==> src/rtl/alu_op_issuer.sv <==
// -----------------------------------------------------------------------------
// alu_op_issuer
//
// Command-side driver for an operand-isolated 4-op ALU (mul/add/div/sub with
// one-hot selects sel1..sel4). It accepts one {op, a, b} command at a time on a
// valid/ready port. It then drives the ALU operands and the matching select
// for ALU_LAT cycles, captures the ALU's registered result and returns it on a
// valid/ready response port. The operands are zero and every select is low
// whenever no op is being issued, so the ALU never sees toggling inputs while
// idle.
//
// A divide by zero is never issued. The issuer answers it directly with
// rsp_err=1 and rsp_data all ones.
//
// Ports
//   clk, rst                 single clock; synchronous active-high reset
//   cmd_valid/cmd_ready      command handshake (ready only in IDLE)
//   cmd_op, cmd_a, cmd_b     00 mul, 01 add, 10 div, 11 sub; operands
//   alu_a, alu_b             ALU operands, zero when not issuing
//   alu_sel1..alu_sel4       mul/add/div/sub selects, one-hot while issuing
//   alu_out                  ALU registered result, sampled in CAPTURE
//   rsp_valid/rsp_ready      response handshake
//   rsp_data, rsp_err        captured result; divide-by-zero flag
//   busy                     high whenever the FSM is not in IDLE
// -----------------------------------------------------------------------------
module alu_op_issuer #(
  parameter int DW      = 4,
  parameter int RW      = 8,
  parameter int ALU_LAT = 2
) (
  input  logic          clk,
  input  logic          rst,
  input  logic          cmd_valid,
  output logic          cmd_ready,
  input  logic [1:0]    cmd_op,
  input  logic [DW-1:0] cmd_a,
  input  logic [DW-1:0] cmd_b,
  output logic [DW-1:0] alu_a,
  output logic [DW-1:0] alu_b,
  output logic          alu_sel1,
  output logic          alu_sel2,
  output logic          alu_sel3,
  output logic          alu_sel4,
  input  logic [RW-1:0] alu_out,
  output logic          rsp_valid,
  input  logic          rsp_ready,
  output logic [RW-1:0] rsp_data,
  output logic          rsp_err,
  output logic          busy
);

  typedef enum logic [1:0] {
    OP_MUL = 2'b00,
    OP_ADD = 2'b01,
    OP_DIV = 2'b10,
    OP_SUB = 2'b11
  } op_e;

  typedef enum logic [1:0] {
    S_IDLE,
    S_ISSUE,
    S_CAPTURE,
    S_RESP
  } state_e;

  // Keep the counter at least one bit wide so that ALU_LAT=1 still elaborates.
  localparam int CW = (ALU_LAT > 1) ? $clog2(ALU_LAT) : 1;
  localparam logic [CW-1:0] CNT_LAST = CW'(ALU_LAT - 1);

  state_e        state_q, state_d;
  logic [CW-1:0] cnt_q, cnt_d;
  op_e           op_q, op_d;
  logic [DW-1:0] a_q, a_d;
  logic [DW-1:0] b_q, b_d;
  logic [RW-1:0] rsp_data_q, rsp_data_d;
  logic          rsp_err_q, rsp_err_d;

  // NOTE: every signal driven here gets a default first. Then no path through
  // the case statement can leave one unassigned, and no latch is inferred.
  always_comb begin
    state_d    = state_q;
    cnt_d      = cnt_q;
    op_d       = op_q;
    a_d        = a_q;
    b_d        = b_q;
    rsp_data_d = rsp_data_q;
    rsp_err_d  = rsp_err_q;

    cmd_ready  = 1'b0;
    rsp_valid  = 1'b0;
    busy       = (state_q != S_IDLE);
    alu_a      = '0;
    alu_b      = '0;
    alu_sel1   = 1'b0;
    alu_sel2   = 1'b0;
    alu_sel3   = 1'b0;
    alu_sel4   = 1'b0;

    unique case (state_q)
      S_IDLE: begin
        cmd_ready = 1'b1;
        if (cmd_valid) begin
          op_d  = op_e'(cmd_op);
          a_d   = cmd_a;
          b_d   = cmd_b;
          cnt_d = '0;
          if (op_e'(cmd_op) == OP_DIV && cmd_b == '0) begin
            // Answer locally; the ALU never sees this command.
            rsp_data_d = '1;
            rsp_err_d  = 1'b1;
            state_d    = S_RESP;
          end else begin
            state_d = S_ISSUE;
          end
        end
      end

      S_ISSUE: begin
        alu_a = a_q;
        alu_b = b_q;
        unique case (op_q)
          OP_MUL: alu_sel1 = 1'b1;
          OP_ADD: alu_sel2 = 1'b1;
          OP_DIV: alu_sel3 = 1'b1;
          OP_SUB: alu_sel4 = 1'b1;
        endcase
        if (cnt_q == CNT_LAST) begin
          state_d = S_CAPTURE;
        end else begin
          cnt_d = cnt_q + 1'b1;
        end
      end

      S_CAPTURE: begin
        // The operands are already isolated. The result of the first issue
        // cycle appears at alu_out now.
        rsp_data_d = alu_out;
        rsp_err_d  = 1'b0;
        state_d    = S_RESP;
      end

      S_RESP: begin
        rsp_valid = 1'b1;
        if (rsp_ready) begin
          state_d = S_IDLE;
        end
      end

      default: state_d = S_IDLE;
    endcase
  end

  // NOTE: sequential state uses non-blocking assignments only. Then every
  // register samples the values from before the edge, whatever order the
  // statements appear in.
  always_ff @(posedge clk) begin
    if (rst) begin
      state_q    <= S_IDLE;
      cnt_q      <= '0;
      op_q       <= OP_MUL;
      a_q        <= '0;
      b_q        <= '0;
      rsp_data_q <= '0;
      rsp_err_q  <= 1'b0;
    end else begin
      state_q    <= state_d;
      cnt_q      <= cnt_d;
      op_q       <= op_d;
      a_q        <= a_d;
      b_q        <= b_d;
      rsp_data_q <= rsp_data_d;
      rsp_err_q  <= rsp_err_d;
    end
  end

  assign rsp_data = rsp_data_q;
  assign rsp_err  = rsp_err_q;

endmodule

==> config.mk <==
export PLATFORM = sky130hd
export DESIGN_NAME = alu_op_issuer
export DESIGN_NICKNAME = d
export VERILOG_FILES = /design/src/rtl/alu_op_issuer.sv
export SDC_FILE = /design/constraint.sdc
export NUM_CORES = 1
export LEC_CHECK = 0
export BUFFER_PORTS_ARGS = -buffer_cell sky130_fd_sc_hd__buf_2
export CAP_MARGIN = 10
export CORE_MARGIN = 2
export CORE_UTILIZATION = 25
export CTS_BUF_LIST = sky130_fd_sc_hd__clkbuf_16
export DETAILED_ROUTE_END_ITERATION = 8
export PLACE_DENSITY = 0.5
export SLEW_MARGIN = 20
export SYNTH_ARGS = -nofsm -noshare
export SYNTH_HDL_FRONTEND = slang
export SYNTH_SLANG_ARGS = --single-unit
==> constraint.sdc <==
create_clock -name clk -period 2.6 [get_ports clk]
set_input_delay 0.52 -clock clk [delete_from_list [all_inputs] [get_ports clk]]
set_output_delay 0.52 -clock clk [all_outputs]
set_load 0.02 [all_outputs]
Word-level counts from Yosys, hierarchy flattened. Cells that the tools add are included.

Flip-flop bits (word level): 22. Input port bits: 22. Output and inout port bits: 24. Word-level logic and storage cells: 56.

Add/sub/neg operators: 1. Equal/unequal tests: 11. Multiplexer cells: 26. Reduce and logical (&&, ||, !) cells: 11.

Operators with widths (number): 8-bit two-way mux (2); 8-bit case mux with 2 select lines (1); 1-bit two-way mux (14); 2-bit == test (second input constant) (5); 2-bit two-way mux (4); 4-bit two-way mux (2); 2-bit inequality test (second input constant) (4); 2-bit case mux with 4 select lines (1); 3-bit AND reduction (2); 2-bit nonzero test (3); 2-bit by 1-bit == test with 1-bit output (second input constant) (2); 2-bit zero test (2); 4-bit zero test (1); 1-bit case mux with 2 select lines (2); 2-bit AND reduction (2); 1-bit adder (second input constant) (1); 1-bit logical AND (1).

Longest topological paths before layout.
Word-level depth: 5. Depth in mapped cells: 6. Mapped depth without buffers: 5.

Worst setup path before layout. No wires, ideal clock.

Kind: register -> output. Start point: reg state_q[1]. End point: out alu_sel2. Arrival: 1.150 ns. Required time: 2.080 ns. Slack: 0.930 ns. Cell stages (with the launch flop): 6. Buffers on the path: 1. Cell sequence: dfxtp_1 > inv_1 > ha_1 > clkbuf_1 > nand2_1 > nor2_1.

Cells in the longest elaborated chain, start to end: 2.

Ends and longest elaborated chain: start, declared (line 70) `state_e state_q, state_d;`; start signal, assigned (line 166) `state_q <= state_d;`; 2-bit by 1-bit == test with 1-bit output (line 99) `unique case (state_q)`; 1-bit two-way mux (line 99); end, declared (line 41) `output logic alu_sel2,`.

Every way passes these cells.

Worst setup path after layout.
Start point: reg state_q[1]. End point: out alu_sel1.

Cells in the longest elaborated chain, start to end: 2.

Ends and longest elaborated chain: 2-bit by 1-bit == test with 1-bit output (line 99); 1-bit two-way mux (line 99); end, declared (line 40) `output logic alu_sel1,`.

Every way passes these cells.

==> impl_metrics.csv <==
group,metric,value,unit
setup_path,crit_buf_inv,2,
power,worst_ir_drop_vdd,0.314,mV
grt,grt_max_degree,23,
floorplanning,fp.dieH,69.5,um
setup_path,start_kind,"flip-flop",
hold_path,min_path_type,"reg -> reg",
logic_synthesis,synthDistinctLibCells,24,
setup_path,cp_max_fo,15,
place,io_buffers,45,
floorplanning,rows,23,
drt,drt_first_pass_iters,4,
clocking,cts.path.max_buffers,2,
logic_synthesis,seq_area_frac_synth,0.410,
drt,wirelength,2.74,mm
timing,finalHoldViolCount,0,
cells_and_area,mostFrequentLayoutCells,"45 x buf_2, 22 x nand2_1, 22 x dfxtp_1",
logic_synthesis,syn-instance-count,128,
cells_and_area,area_delta_synth_final,30.2,%
logic_synthesis,synthAdderAreaFrac,0.0466,
run_status,run_status,"complete, no violations",
cells_and_area,stdcell_count,218,
place,place_hpwl,2.07,mm
clocking,clkSlewWorstSetupHoldPaths,0.06,ns
floorplanning,initial_core_util,0.265,
grt,grt_usage,0.116,
clocking,cts_num_sinks,22,
setup_path,cp.depth,4,
drt,vias_per_cell,4.64,
setup_path,r2r_cells,5,
setup_path,cp-end-kind,"primary output",
timing,finalCriticalPeriod,2.03,ns
drt,wire_per_inst,12.6,um
timing,slew_headroom,0.621,
timing,final_max_slew_viol_count,0,
flow_run,max_cap_violations,0,
hold_path,whs_path_depth,2,
logic_synthesis,synth_compound_area_frac,0.231,
logic_synthesis,yosys_warnings,0,
cells_and_area,drive_gt1_frac,0.292,
timing,tightest_slew,0.567,ns
grt,grt_antenna_before_repair,0,
cells_and_area,antennaDiodeCount,0,
logic_synthesis,synth_area,1070,um^2
clocking,cts_made_buffers,3,
logic_synthesis,synth_top_family_by_area,"simple AND/OR/NAND/NOR gates",
logic_synthesis,synth-xor-area-share,0,
clocking,clk-insertion-delay-late,0.25,ns
cells_and_area,layout_commonest_cell,"buf_2",
clocking,cts_hold_buf,0,
cells_and_area,final_area,1400,um^2
grt,grt_pass1_vias,1006,
power,power_leakage,0.000670,uW
grt,grt_remaining_overflow,0,
clocking,root_buffer,"clkbuf_16",
floorplanning,dieArea,4830,um^2
drt,drcViolationCount,0,
setup_path,critPathMaxStageDelay,0.42,ns
timing,finalSetupViolCount,0,
cells_and_area,nets,195,
drt,num_vias,1012,
setup_path,path_cells,"inv_1 > ha_1 > nor3b_1 > buf_2",
power,powerDensity,919,nW/um^2
timing,finalCritPeriodShare,0.782,
logic_synthesis,synthMuxAreaShare,0,
timing,rsz0062_at_grt,"no",
grt,grt_pass1_wl,4.62,mm
clocking,htreeDepth,1,
setup_path,cp.arrival,1.51,ns
floorplanning,io_pins,46,
timing,clock-skew-final,0.00233,ns
setup_path,critical_path_class,"reg -> out",
timing,tns,0,ns
logic_synthesis,synthSimpleGateAreaFrac,0.234,
floorplanning,die_x,69.5,um
setup_path,critPathRequiredTime,2.08,ns
setup_path,cp_top_family,"adder cells",
drt,drt_iter0_markers,38,
place,gp_congestion,0.735,
clocking,cts_tree,"built",
setup_path,crit_slowest_cell,"ha_1",
logic_synthesis,syn_avg_cell_area,8.39,um^2
place,post_dp_cell_area,1320,um^2
logic_synthesis,synth_fp_nets,154,
logic_synthesis,ys_ff_latch,22,
clocking,post_cts_resized,0,
timing,max_freq,492,MHz
floorplanning,coreArea,4060,um^2
clocking,post_cts_buffers,0,
cells_and_area,fillers,446,
place,place_inst,214,
drt,ant_nets,0,
[stage by stage]
step | setup slack (ns) | hold WS [ns] | util | total power [uW]
2_1_floorplan | 0.930 | 0.432 | - | 822
3_3_place_gp | 0.714 | 0.439 | 0.325 | 961
3_5_place_dp | 0.645 | 0.448 | 0.325 | 972
4_1_cts | 0.549 | 0.456 | 0.344 | 1300
5_1_grt | 0.415 | 0.471 | 0.344 | 1370
6_report | 0.567 | 0.454 | 0.344 | 1280
[synthesized netlist by cell type]
cell type	instances	share of area
nand2_1	22	0.077
dfxtp_1	22	0.41
nor3b_1	1	0.0070
and3b_1	1	0.0082
or2b_1	1	0.0070
inv_1	11	0.038
nor3_1	2	0.0093
and2_1	9	0.052
and4bb_1	1	0.012
buf_4	2	0.014
nor4b_4	1	0.022
a21o_1	2	0.014
nor2b_1	1	0.0058
a211oi_1	11	0.077
ha_1	4	0.047
nand2b_1	2	0.012
clkbuf_1	6	0.021
buf_2	1	0.0047
and3_1	2	0.012
a311oi_1	8	0.065
nor2_1	3	0.010
a21oi_1	12	0.056
a31oi_1	2	0.012
a22oi_1	1	0.0070
[logic make-up (layout without fill, tap and decap cells)]
| group | after synthesis | after routing |
|---|---|---|
| AND/OR/NAND/NOR | 46 | 46 |
| adder cells (fa/ha/maj) | 4 | 4 |
| buffers and inverters | 20 | 60 |
| flip-flops | 22 | 22 |
| AO/OA/AOI/OAI | 36 | 36 |
[per-layer routing]
metal,vias to the layer above,share of wire,global-route usage
li1,527,-,-
met1,445,0.47,0.150
met2,38,0.45,0.182
met3,2,0.077,0.0451
met4,0,0.0062,0.0261
met5,-,0,0
[worst reg2reg max path: stages (launching register included)]
cell      delay (ns)
dfxtp_1         0.34
inv_1           0.09
ha_1            0.40
nor2b_1         0.54
a21o_1          0.30
a311oi_1        0.14
[flip-flops by register name, summed over array words and instances, names as in the netlist]
register  cells
b_q           4
rsp_err       1
state_q       2
op_q          2
rsp_data      8
cnt_q         1
a_q           4
[final timing paths]
path	startpoint	slack, ns	end
setup reg to reg	state_q[0]	0.64	rsp_data[4]
hold reg to reg	b_q[1]	0.45	b_q[1]
hold / removal	b_q[1]	0.45	b_q[1]
setup / recovery	state_q[1]	0.57	alu_sel1
[cell type report]
type,count,area (um^2),share of cell area
well taps,50,62.6,0.0448
inverters,11,41.3,0.0295
multi-input cells,86,549,0.393
clock inverters,1,3.75,0.00269
clock buffers,3,75.1,0.0537
flip-flops and latches,22,440,0.315
repair buffers,45,225,0.161
[report_power, final]
part,internal [uW],switching (uW)
clock network,205,121
logic,184,319
registers,412,44.2
(Power assumes the default switching activity.)
